**src/rtl/frog_pkg.sv**
```systemverilog
// frog_pkg: shared state/command types, side-location codes and button indices for the frog move controller
package frog_pkg;

    typedef enum logic [1:0] {ARMED, MOVE, COOL, DEAD} state_t;

    typedef enum logic [2:0] {CMD_NONE, CMD_UP, CMD_DOWN, CMD_LEFT, CMD_RIGHT} cmd_t;

    localparam logic [1:0] LOC_RIGHT_EDGE = 2'b01;
    localparam logic [1:0] LOC_LEFT_EDGE  = 2'b10;
    localparam logic [1:0] LOC_INTERIOR   = 2'b11;

    localparam int BTN_UP    = 3;
    localparam int BTN_DOWN  = 2;
    localparam int BTN_LEFT  = 1;
    localparam int BTN_RIGHT = 0;

    function automatic logic [7:0] sat_inc(input logic [7:0] v);
        return v + 8'(v != 8'hFF);
    endfunction

endpackage

```
**src/rtl/frog_tick_counter.sv**
```systemverilog
// frog_tick_counter: loadable game-tick down-counter; done flags the tick that expires the count
module frog_tick_counter #(
    parameter int W = 3
) (
    input  logic         clk,
    input  logic         rst_n,
    input  logic         load,
    input  logic [W-1:0] load_val,
    input  logic         tick,
    output logic         done
);

    logic [W-1:0] cnt;

    assign done = tick && cnt <= W'(1);

    // load has priority so a fresh interval never loses its first tick to a stale count
    always_ff @(posedge clk or negedge rst_n) begin
        if (!rst_n)
            cnt <= '0;
        else if (load)
            cnt <= load_val;
        else if (tick && cnt != '0)
            cnt <= cnt - W'(1);
    end

endmodule

```
**src/rtl/frog_move_controller.sv**
```systemverilog
// frog_move_controller: button-to-move sequencer with cooldown, death/respawn and goal detection; FROG_MOVE_AUTOREPEAT_EN adds held-button repeat
module frog_move_controller
    import frog_pkg::*;
#(
    parameter int ROWS           = 14,
    parameter int ROWWIDTH       = 4,
    parameter int COOLDOWN_TICKS = 2,
`ifdef FROG_MOVE_AUTOREPEAT_EN
    parameter int REPEAT_TICKS   = 3,
`endif
    parameter int RESPAWN_TICKS  = 4
) (
    input  logic                CC_FROG_MOVE_CLOCK_50,
    input  logic                CC_FROG_MOVE_RESET_InLow,
    input  logic                CC_FROG_MOVE_TICK_In,
    input  logic [3:0]          CC_FROG_MOVE_BTN_In_Bus,
    input  logic [1:0]          CC_FROG_MOVE_LOCATION_In_Bus,
    input  logic [ROWWIDTH-1:0] CC_FROG_MOVE_ROW_In_Bus,
    input  logic                CC_FROG_MOVE_COLLISION_In,
    output logic                CC_FROG_MOVE_SHIFT_LEFT_Out,
    output logic                CC_FROG_MOVE_SHIFT_RIGHT_Out,
    output logic                CC_FROG_MOVE_ROW_UP_Out,
    output logic                CC_FROG_MOVE_ROW_DOWN_Out,
    output logic                CC_FROG_MOVE_RESPAWN_Out,
    output logic                CC_FROG_MOVE_GOAL_Out,
    output logic                CC_FROG_MOVE_BUSY_Out,
    output logic [7:0]          CC_FROG_MOVE_COUNT_Out_Bus
);

    localparam int TMAX = COOLDOWN_TICKS > RESPAWN_TICKS ? COOLDOWN_TICKS : RESPAWN_TICKS;
    localparam int TW   = $clog2(TMAX + 1);

    logic          clk, rst_n, tick, collision;
    logic [1:0]    loc;
    logic [ROWWIDTH-1:0] row;
    logic [3:0]    btn_q, btn_prev, press;
    state_t        state;
    cmd_t          cmd_q, sel;
    logic          legal, go_dead, load, done;
    logic [TW-1:0] load_val;

    assign clk       = CC_FROG_MOVE_CLOCK_50;
    assign rst_n     = CC_FROG_MOVE_RESET_InLow;
    assign tick      = CC_FROG_MOVE_TICK_In;
    assign collision = CC_FROG_MOVE_COLLISION_In;
    assign loc       = CC_FROG_MOVE_LOCATION_In_Bus;
    assign row       = CC_FROG_MOVE_ROW_In_Bus;

`ifdef FROG_MOVE_AUTOREPEAT_EN
    localparam int RW = $clog2(REPEAT_TICKS + 1);

    logic [RW-1:0] rep_cnt;
    logic          held, rep_fire;

    assign held     = state == ARMED && btn_q != 4'b0 && btn_q == btn_prev;
    assign rep_fire = held && tick && rep_cnt == RW'(REPEAT_TICKS - 1);
    assign press    = (btn_q & ~btn_prev) | (rep_fire ? btn_q : 4'b0);

    // ticks accumulate only while the same buttons stay held in ARMED; any change restarts the interval
    always_ff @(posedge clk or negedge rst_n) begin
        if (!rst_n)
            rep_cnt <= '0;
        else if (!held || rep_fire)
            rep_cnt <= '0;
        else if (tick)
            rep_cnt <= rep_cnt + RW'(1);
    end
`else
    assign press = btn_q & ~btn_prev;
`endif

    assign sel   = press[BTN_UP]    ? CMD_UP    :
                   press[BTN_DOWN]  ? CMD_DOWN  :
                   press[BTN_LEFT]  ? CMD_LEFT  :
                   press[BTN_RIGHT] ? CMD_RIGHT : CMD_NONE;

    // only the highest-priority press is judged; a blocked one does not fall through
    assign legal = press[BTN_UP]    ? row != ROWWIDTH'(ROWS - 1) :
                   press[BTN_DOWN]  ? row != '0 :
                   press[BTN_LEFT]  ? loc == LOC_INTERIOR || loc == LOC_RIGHT_EDGE :
                   press[BTN_RIGHT] ? loc == LOC_INTERIOR || loc == LOC_LEFT_EDGE : 1'b0;

    assign go_dead  = collision && state != DEAD;
    assign load     = go_dead || state == MOVE;
    assign load_val = go_dead ? TW'(RESPAWN_TICKS) : TW'(COOLDOWN_TICKS);

    frog_tick_counter #(.W(TW)) u_tick (
        .clk      (clk),
        .rst_n    (rst_n),
        .load     (load),
        .load_val (load_val),
        .tick     (tick),
        .done     (done)
    );

    // main FSM: commands are registered at the end of MOVE so a collision during MOVE can still cancel them
    always_ff @(posedge clk or negedge rst_n) begin
        if (!rst_n) begin
            state                        <= ARMED;
            cmd_q                        <= CMD_NONE;
            btn_q                        <= '0;
            btn_prev                     <= '0;
            CC_FROG_MOVE_SHIFT_LEFT_Out  <= 1'b0;
            CC_FROG_MOVE_SHIFT_RIGHT_Out <= 1'b0;
            CC_FROG_MOVE_ROW_UP_Out      <= 1'b0;
            CC_FROG_MOVE_ROW_DOWN_Out    <= 1'b0;
            CC_FROG_MOVE_RESPAWN_Out     <= 1'b0;
            CC_FROG_MOVE_GOAL_Out        <= 1'b0;
            CC_FROG_MOVE_BUSY_Out        <= 1'b0;
            CC_FROG_MOVE_COUNT_Out_Bus   <= '0;
        end else begin
            btn_q                        <= CC_FROG_MOVE_BTN_In_Bus;
            btn_prev                     <= btn_q;
            CC_FROG_MOVE_SHIFT_LEFT_Out  <= 1'b0;
            CC_FROG_MOVE_SHIFT_RIGHT_Out <= 1'b0;
            CC_FROG_MOVE_ROW_UP_Out      <= 1'b0;
            CC_FROG_MOVE_ROW_DOWN_Out    <= 1'b0;
            CC_FROG_MOVE_RESPAWN_Out     <= 1'b0;
            CC_FROG_MOVE_GOAL_Out        <= 1'b0;
            if (go_dead) begin
                state                 <= DEAD;
                CC_FROG_MOVE_BUSY_Out <= 1'b1;
            end else begin
                case (state)
                    ARMED: begin
                        state                 <= legal ? MOVE : ARMED;
                        cmd_q                 <= legal ? sel : cmd_q;
                        CC_FROG_MOVE_BUSY_Out <= legal;
                    end
                    MOVE: begin
                        CC_FROG_MOVE_SHIFT_LEFT_Out  <= cmd_q == CMD_LEFT;
                        CC_FROG_MOVE_SHIFT_RIGHT_Out <= cmd_q == CMD_RIGHT;
                        CC_FROG_MOVE_ROW_UP_Out      <= cmd_q == CMD_UP;
                        CC_FROG_MOVE_ROW_DOWN_Out    <= cmd_q == CMD_DOWN;
                        CC_FROG_MOVE_GOAL_Out        <= cmd_q == CMD_UP && row == ROWWIDTH'(ROWS - 2);
                        CC_FROG_MOVE_COUNT_Out_Bus   <= sat_inc(CC_FROG_MOVE_COUNT_Out_Bus);
                        CC_FROG_MOVE_BUSY_Out        <= 1'b1;
                        state                        <= COOL;
                    end
                    COOL: begin
                        state                 <= done ? ARMED : COOL;
                        CC_FROG_MOVE_BUSY_Out <= !done;
                    end
                    default: begin
                        state                    <= done ? ARMED : DEAD;
                        CC_FROG_MOVE_RESPAWN_Out <= done;
                        CC_FROG_MOVE_BUSY_Out    <= !done;
                    end
                endcase
            end
        end
    end

endmodule
```
**config.mk**
```make
export PLATFORM = sky130hd
export DESIGN_NAME = frog_move_controller
export DESIGN_NICKNAME = d
export VERILOG_FILES = /design/src/rtl/frog_pkg.sv /design/src/rtl/frog_tick_counter.sv /design/src/rtl/frog_move_controller.sv
export SDC_FILE = /design/constraint.sdc
export NUM_CORES = 1
export LEC_CHECK = 0
export ABC_AREA = 1
export CORE_ASPECT_RATIO = 1.25
export CORE_MARGIN = 5
export CORE_UTILIZATION = 53
export CTS_CLUSTER_DIAMETER = 200
export CTS_CLUSTER_SIZE = 30
export DETAILED_ROUTE_END_ITERATION = 12
export PLACE_DENSITY = 0.89
export SLEW_MARGIN = 30
export SYNTH_ARGS = -nofsm -noshare
export SYNTH_HDL_FRONTEND = slang
export SYNTH_SLANG_ARGS = --single-unit
export TNS_END_PERCENT = 20
```
**constraint.sdc**
```tcl
create_clock -name CC_FROG_MOVE_CLOCK_50 -period 3.1 [get_ports CC_FROG_MOVE_CLOCK_50]
set_input_delay 0.62 -clock CC_FROG_MOVE_CLOCK_50 [delete_from_list [all_inputs] [get_ports CC_FROG_MOVE_CLOCK_50]]
set_output_delay 0.62 -clock CC_FROG_MOVE_CLOCK_50 [all_outputs]
set_load 0.05 [all_outputs]
```
**Word-level counts from Yosys, hierarchy flattened**

Index checks and enable logic that the tools add are counted.

- Order comparisons: 1
- Add/subtract/negate cells: 2
- Equality and inequality tests: 13
- Reductions and logical operators: 15
- Multiplexer cells: 30
- Bitwise operators: 3

Operators by type and width:

| cell | number |
|---|---|
| $mux 3 | 7 |
| $mux 1 | 18 |
| $add 8x1->8 | 1 |
| $ne 8x8->1 const B | 1 |
| $eq 2x2->1 const B | 3 |
| $eq 3x2->1 const B | 2 |
| $mux 2 | 3 |
| $pmux 2 s3 | 1 |
| $and 4x4->4 | 1 |
| $eq 2x1->1 const B | 2 |
| $eq 4x4->1 const B | 1 |
| $logic_and 1x1->1 | 4 |
| $ne 4x4->1 const B | 1 |
| $not 4->4 | 1 |
| $reduce_bool 4->1 | 1 |
| $eq 3x1->1 const B | 1 |
| $eq 3x3->1 const B | 1 |
| $le 3x1->1 const B | 1 |
| $logic_or 1x1->1 | 3 |
| $reduce_and 3->1 | 1 |
| $reduce_bool 3->1 | 1 |
| $reduce_or 3->1 | 1 |
| $sub 3x1->3 const B | 1 |
| $logic_not 2->1 | 1 |
| 6 further kinds | 6 |

- Register bits: 31

**Longest topological paths before layout**

Gate-level depths: netlist of run 1.

- Depth after elaboration: 9
- Depth in mapped cells: 11
- Mapped depth without buffers: 11

**Modules after synthesis**

A second synthesis of run 1 with hierarchy kept.

- Cells, all modules: 156
- Area, all modules: 1415.1 um^2

Modules (own cells, without submodules):

| module | area an instance (um^2) | times used | cells an instance |
|---|---|---|---|
| frog_move_controller | 1197.4 | 1 | 125 |
| frog_tick_counter | 217.7 | 1 | 31 |

**Worst setup path after synthesis of run 1**

No wires, ideal clock.

- Path kind: reg-to-reg
- Start point: register CC_FROG_MOVE_COUNT_Out_Bus[3]
- End point: register CC_FROG_MOVE_COUNT_Out_Bus[6]
- Cell stages (with the launch flop): 12
- Period minus slack after synthesis: 2.120 ns
- Required time: 2.981 ns
- Setup slack: 0.980 ns
- Data arrival time: 2.001 ns
- Path through: dfrtp_1 nand2_1 nor2_1 nand3_1 nand3b_1 ha_1 ha_1 inv_1 nor2_4 nand2_2 xor2_1 inv_1

- Longest elaborated chain between the ends: 2

Ends and longest elaborated chain:

| element | line | RTL |
|---|---|---|
| start: declaration | frog_move_controller.sv:27 | `output logic [7:0] CC_FROG_MOVE_COUNT_Out_Bus` |
| start signal: assignment | frog_move_controller.sv:136 | `CC_FROG_MOVE_COUNT_Out_Bus <= sat_inc(CC_FROG_MOVE_COUNT_Out_Bus);` |
| $ne 8x8->1 | frog_pkg.sv:18 | `return v + 8'(v != 8'hFF);` |
| $add 8x1->8 * | frog_pkg.sv:18 |  |

Every way passes the cells marked *; elsewhere a longest branch is shown, timed or not.
A chain may end at the register's enable or synchronous reset.

**Worst setup path in the final report of run 1**

- Start point: register CC_FROG_MOVE_COUNT_Out_Bus[3]
- End point: output CC_FROG_MOVE_COUNT_Out_Bus[3]

No word-level cell between the ends.

==> out/summary.txt, run 1 <==
Hold Violations, Final = 0
Cell Rows = 20
r2r setup slk = 1.18 ns
critical path's top delay family = buffers and inverters
leakage = 0.8978 nW
clk_lat worst skew = 0.33 ns
1st-pass router iterations = 4
CP required = 2.48 ns
critical path depth = 1
CTS Hold Bufs = 0
first-pass GRT wire length = 4761 um
routed wire length = 2549 um
worst r2r dst = CC_FROG_MOVE_COUNT_Out_Bus[6]
register share of total power = 0.405
Slew Limit Fails = 0
die height = 67.52 um
Syn. warnings = 0
unrepaired setup endpoints after global routing = false
H-tree levels = 2
Initial Util = 0.5662
CORE AREA = 2477 um^2
worst path arrival time = 1.60 ns
CP endpoint kind = output port
initial antenna violation count = 0
PortBufs = 28
Resized cells post-CTS = 0
end of the critical path = CC_FROG_MOVE_COUNT_Out_Bus[3]
Comb pwr share = 0.368
Syn Nets = 169
Area growth syn-to-layout = 28.81%
DR vias = 1131
NumNets Final = 204
routed len/inst = 11.59 um
Root Buffer = clkbuf_4
max-slew headroom at the worst pin = 0.6637
CP Class = reg2out
Clk network pwr share = 0.227
largest net degree at the start of global routing = 32
I/O pins = 29
CP peak stage delay = 0.83 ns
# setup viols final = 0
clk buf depth = 2
CP max-delay cell = clkdlybuf4s50_1
internal power = 0.8671 mW
syn avg cell area = 9.289 um^2
net load switching power = 0.5471 mW
register bit count reported by yosys = 31
setup TNS = 0 ns
Final period util = 0.7164
post-route minimum period = 2.221 ns
All-Layer GR Usage = 0.1647
R2R Path Start = CC_FROG_MOVE_COUNT_Out_Bus[3]
postcts setup bufs = 0
dpl cells = 212
Setup WS post-layout = 0.8790 ns
GPL Wtd Cong = 0.8257
dpl ws = 1.094 ns
dpl hpwl = 2014 um
grt total ovfl = 0
TritonCTS clock tree = yes
HP Class = reg2reg
Peak VDD IR = 0.0005839 V
vias in the first global route = 1144
Primary FF master, synth = dfrtp_1
CTS buffer count = 5
Hold Slack = 0.3869 ns
worst reg2reg path depth = 11
Buf/Inv on CP = 1
register area share after synthesis = 0.5531
Worst Tran Pin Value = 0.5029 ns
critical-path maximum fanout = 5
clk slew on worst S/H paths = 0.09 ns
Post-Synthesis Cells = 151
Iteration-0 DRC Markers = 28
post-layout util = 0.7293
pwr dens = 782.7 nW/um^2
Vias/cell = 5.141
ANT cells = 0
switch share = 0.3869
post-synthesis cell area = 1403 um^2
die extent in x = 56.01 um
Startpoint Class = flip-flop
die area = 3782 um^2
non-filler cells, final = 220
critical path startpoint = CC_FROG_MOVE_COUNT_Out_Bus[3]
status = finished clean
share of cells above drive strength 1 = 0.09091
CP Cell Sequence = clkdlybuf4s50_1
ANT nets after route = 0
number of remaining DRC errors = 0
ys async rst share = 1.000
Distinct cells, synth = 28
max_cap viols = 0
Achievable Freq = 450.3 MHz
Hold Startpoint = btn_q[3]
EDFF count, synth = 0
CTS Sinks = 31
Final Skew = 0.007044 ns
==> worst reg2reg max path: cells and delay by family (launching register included) <==
kind | cells | cell delay [ns]
adder cells (fa/ha/maj) | 2 | 0.40
flip-flops | 1 | 0.44
XOR/XNOR | 1 | 0.15
buffers and inverters | 2 | 0.18
AND/OR/NAND/NOR | 6 | 0.65
==> cell type report <==
type	instances	area (um^2)
Inverter	25	93.84
Sequential cell	31	775.7
Clock buffer	6	51.30
Tap cell	33	41.29
Multi-Input combinational cell	94	521.8
Clock inverter	2	35.03
Fill cell	184	670.6
Timing Repair Buffer	29	287.8
==> power by group through the flow <==
stage	Combinational [mW]	Clock, mW	Sequential, mW
after CTS	0.527	0.334	0.572
final	0.520	0.322	0.573
after floorplan	0.243	0	0.692
after global placement	0.500	0	0.576
after detailed placement	0.524	0	0.580
after global routing	0.579	0.360	0.585
==> through the flow <==
stage | power, mW | area (um^2)
floorplan | 0.9353 | 1403
global route | 1.524 | 1807
detailed placement | 1.105 | 1720
CTS | 1.433 | 1807
global placement | 1.076 | 1720
finish | 1.414 | 1807
==> synth_stat cells (all sizes together) (2+ instances only) <==
| cell | instances | area (um^2) |
|---|---|---|
| xor2 | 4 | 35.03 |
| nand3b | 2 | 15.01 |
| nand4 | 5 | 31.28 |
| nand2 | 35 | 146.4 |
| o21ai | 3 | 15.01 |
| nor3 | 2 | 15.01 |
| inv | 25 | 93.84 |
| dfrtp | 31 | 775.7 |
| ha | 4 | 50.05 |
| nor2 | 15 | 66.32 |
| nor4 | 3 | 18.77 |
| nand3 | 11 | 55.05 |
==> per-layer routing <==
| layer | vias to the layer above | track usage | part of all wire |
|---|---|---|---|
| met5 | - | 0 | 0 |
| met4 | 0 | 0.07122 | 0.012 |
| met3 | 5 | 0.06310 | 0.067 |
| met2 | 33 | 0.3041 | 0.54 |
| met1 | 536 | 0.1656 | 0.38 |
| li1 | 557 | - | - |
==> flip-flops by register name, summed over array words and instances (netlist names) <==
register and flops:
CC_FROG_MOVE_GOAL_Out 1, u_tick.cnt 3, CC_FROG_MOVE_ROW_UP_Out 1, CC_FROG_MOVE_BUSY_Out 1, cmd_q 3, btn_q 4, CC_FROG_MOVE_COUNT_Out_Bus 8, CC_FROG_MOVE_ROW_DOWN_Out 1
btn_prev 4, CC_FROG_MOVE_SHIFT_RIGHT_Out 1, CC_FROG_MOVE_RESPAWN_Out 1, CC_FROG_MOVE_SHIFT_LEFT_Out 1, state 2
==> kinds of logic (layout without fill, tap and decap cells) <==
group	Yosys count	after routing	share of synthesized area
compound gates	9	9	0.04193
xor+xnor	5	5	0.03122
fa+ha+maj	4	4	0.03568
buf+inv	26	62	0.07493
flops	31	31	0.5531
simple gates	76	76	0.2632
==> cells in the final DEF, fill, tap and decap left out, drive strengths merged, types with 2 or more instances in the layout <==
master	n
dfrtp	31
clkbuf	6
nand2	35
nand3	11
inv	25
nor2	15
xor2	4
ha	4
nand3b	2
o21ai	3
nand4	5
nor3	2
nor4	3
clkdlybuf4s50	28
==> how the worst min path moves through the flow <==
stage / end / cells past startpoint
after floorplan: CC_FROG_MOVE_BUSY_Out / 0
after global placement: btn_prev[3] / 0
after detailed placement: btn_prev[3] / 0
after CTS: btn_prev[3] / 0
after global routing: btn_prev[3] / 0
final: btn_prev[3] / 0
No activity file was read; power rests on OpenSTA's default activity.
==> run 2: changes to the inputs <==
- CORE_UTILIZATION: 53 -> 45
- PLACE_DENSITY: 0.89 -> 0.81
- clock period: 3.1 -> 2 ns (I/O delays scaled with it)
==> out/summary.txt, run 2 (same netlist as run 1, synthesis figures left out) <==
net load switching power = 0.8639 mW (+58%)
CP Class = reg2out
critical-path maximum fanout = 4 (-1)
CP peak stage delay = 0.81 ns (-0.02 ns)
R2R Path Start = CC_FROG_MOVE_COUNT_Out_Bus[3]
CP required = 1.60 ns (-0.88 ns)
Comb pwr share = 0.364 (-0.004)
critical path startpoint = CC_FROG_MOVE_COUNT_Out_Bus[2]
post-layout util = 0.6149 (-0.1144)
Overall Power = 2.201 mW (+56%)
unrepaired setup endpoints after global routing = false
worst path arrival time = 1.53 ns (-0.07 ns)
die height = 72.42 um (+7.3%)
postcts setup bufs = 0 (unchanged)
vias in the first global route = 1153 (+0.79%)
leading cell types in the layout, fill and taps excluded = nand2_1, dfrtp_1, inv_1
I/O pins = 29 (unchanged)
CP Cell Sequence = clkdlybuf4s50_1
Buf/Inv on CP = 1 (unchanged)
Final Cell Area = 1828 um^2 (+1.2%)
critical path's top delay family = buffers and inverters
initial antenna violation count = 0 (unchanged)
GPL Wtd Cong = 0.8580 (+3.9%)
Root Buffer = clkbuf_4
leakage = 0.9847 nW (+9.7%)
Slew Limit Fails = 0 (unchanged)
Final Skew = 0.01061 ns (+0.003562 ns)
non-filler cells, final = 223 (+1.4%)
first-pass GRT wire length = 4968 um (+4.3%)
grt total ovfl = 0 (unchanged)
internal power = 1.337 mW (+54%)
NumNets Final = 204 (unchanged)
dpl cells = 215 (+1.4%)
Cell Rows = 22 (+10%)
die extent in x = 59.94 um (+7.0%)
H-tree levels = 2 (unchanged)
Iteration-0 DRC Markers = 36 (+29%)
Worst Tran Pin Value = 0.5142 ns (+0.01124 ns)
dpl ws = 0.1085 ns (-0.9858 ns)
Hold Startpoint = btn_q[3]
ANT nets after route = 0 (unchanged)
ANT cells = 0 (unchanged)
post-route minimum period = 1.934 ns
Largest regs = CC_FROG_MOVE_COUNT_Out_Bus (8), btn_prev (4), btn_q (4)
CTS buffer count = 5 (unchanged)
area of the multi-input gates = 524.3 um^2 (+0.48%)
clk buf depth = 2 (unchanged)
Largest Register = CC_FROG_MOVE_COUNT_Out_Bus
CP endpoint kind = output port
Achievable Freq = 516.9 MHz
All-Layer GR Usage = 0.1559 (-0.008729)
Setup WS post-layout = 0.06556 ns (-0.8135 ns)
number of remaining DRC errors = 0 (unchanged)
share of cells above drive strength 1 = 0.1230 (+0.03209)
CTS Hold Bufs = 0 (unchanged)
Hold Violations, Final = 0 (unchanged)
Clk network pwr share = 0.228 (about the same)
die area = 4340 um^2 (+15%)
CTS Sinks = 31 (unchanged)
# fillers = 257 (+40%)
Area growth syn-to-layout = 30.33%
Initial Util = 0.4718 (-0.09436)
setup TNS = 0 ns (unchanged)
CORE AREA = 2973 um^2 (+20%)
Register Area = 780.7 um^2 (+0.65%)
# setup viols final = 0 (unchanged)
Final period util = 0.9672
register share of total power = 0.408 (+0.003)
Largest register FFs = 8 (unchanged)
max_cap viols = 0 (unchanged)
largest net degree at the start of global routing = 32 (unchanged)
Startpoint Class = flip-flop
dpl hpwl = 2201 um (+9.3%)
instance area after placement = 1729 um^2 (+0.51%)
Peak VDD IR = 0.0009058 V (+55%)
PortBufs = 28 (unchanged)
status = finished clean
commonest non-fill, non-tap cell in the layout = nand2_1
CP max-delay cell = clkdlybuf4s50_1
max-slew headroom at the worst pin = 0.6562 (-0.007516)
1st-pass router iterations = 4 (unchanged)
switch share = 0.3925 (+0.005679)
TritonCTS clock tree = yes
clk_lat worst skew = 0.33 ns (about the same)
routed len/inst = 12.61 um (+8.9%)
routed wire length = 2813 um (+10%)
clk slew on worst S/H paths = 0.09 ns (about the same)
DR vias = 1146 (+1.3%)
Vias/cell = 5.139 (about the same)
Hold Slack = 0.3918 ns (+0.004866 ns)
pwr dens = 1204 nW/um^2 (+54%)
HP Class = reg2reg
run 2: cell types whose count changed in the layout (fill, tap and decap cells not counted):
cell             delta
dlymetal6s2s_1      +5
inv_1               -1
nor2_1              -1
dfrtp_2             +4
dlygate4sd2_1       +2
inv_2               +1
nor2_2              +1
dfrtp_1             -4
clkdlybuf4s50_1     -7
run 2: power by group through the flow:
stage          sequential, mW  combinational (mW)  clock [mW]
2_1_floorplan            1.08               0.377           0
3_3_place_gp            0.893               0.773           0
3_5_place_dp            0.910               0.812           0
4_1_cts                 0.897               0.810       0.523
5_1_grt                 0.919               0.888       0.549
6_report                0.898               0.801       0.502
run 2: metal layers:
layer | global-route usage | vias to the layer above | share of wire
li1 | - | 554 | -
met3 | 0.05872 | 8 | 0.072
met4 | 0.08621 | 0 | 0.031
met2 | 0.2656 | 32 | 0.52
met5 | 0 | - | 0
met1 | 0.1602 | 552 | 0.38
run 2: worst paths after layout:
check	end	slack, ns	cells after the start
setup reg to reg	CC_FROG_MOVE_COUNT_Out_Bus[6]	0.16	11
min in group asynchronous	CC_FROG_MOVE_SHIFT_RIGHT_Out	0.44	2
hold reg to reg	btn_prev[3]	0.39	0
setup / recovery	CC_FROG_MOVE_COUNT_Out_Bus[2]	0.07	1
max in group asynchronous	CC_FROG_MOVE_COUNT_Out_Bus[2]	1.25	2
hold / removal	btn_prev[3]	0.39	0
run 2: cell type report:
class                      instances  area share
clock buffer                       6     0.02806
multi-input combinational         94      0.2868
inverter                          25     0.05133
clock inverter                     2     0.01916
timing repair buffer              29      0.1629
sequential                        31      0.4271
tap                               36     0.02464
run 2: timing repair:
item	CTS	global route
setup endpoints to repair	2	8
resized for setup	2	7
gates cloned	0	0
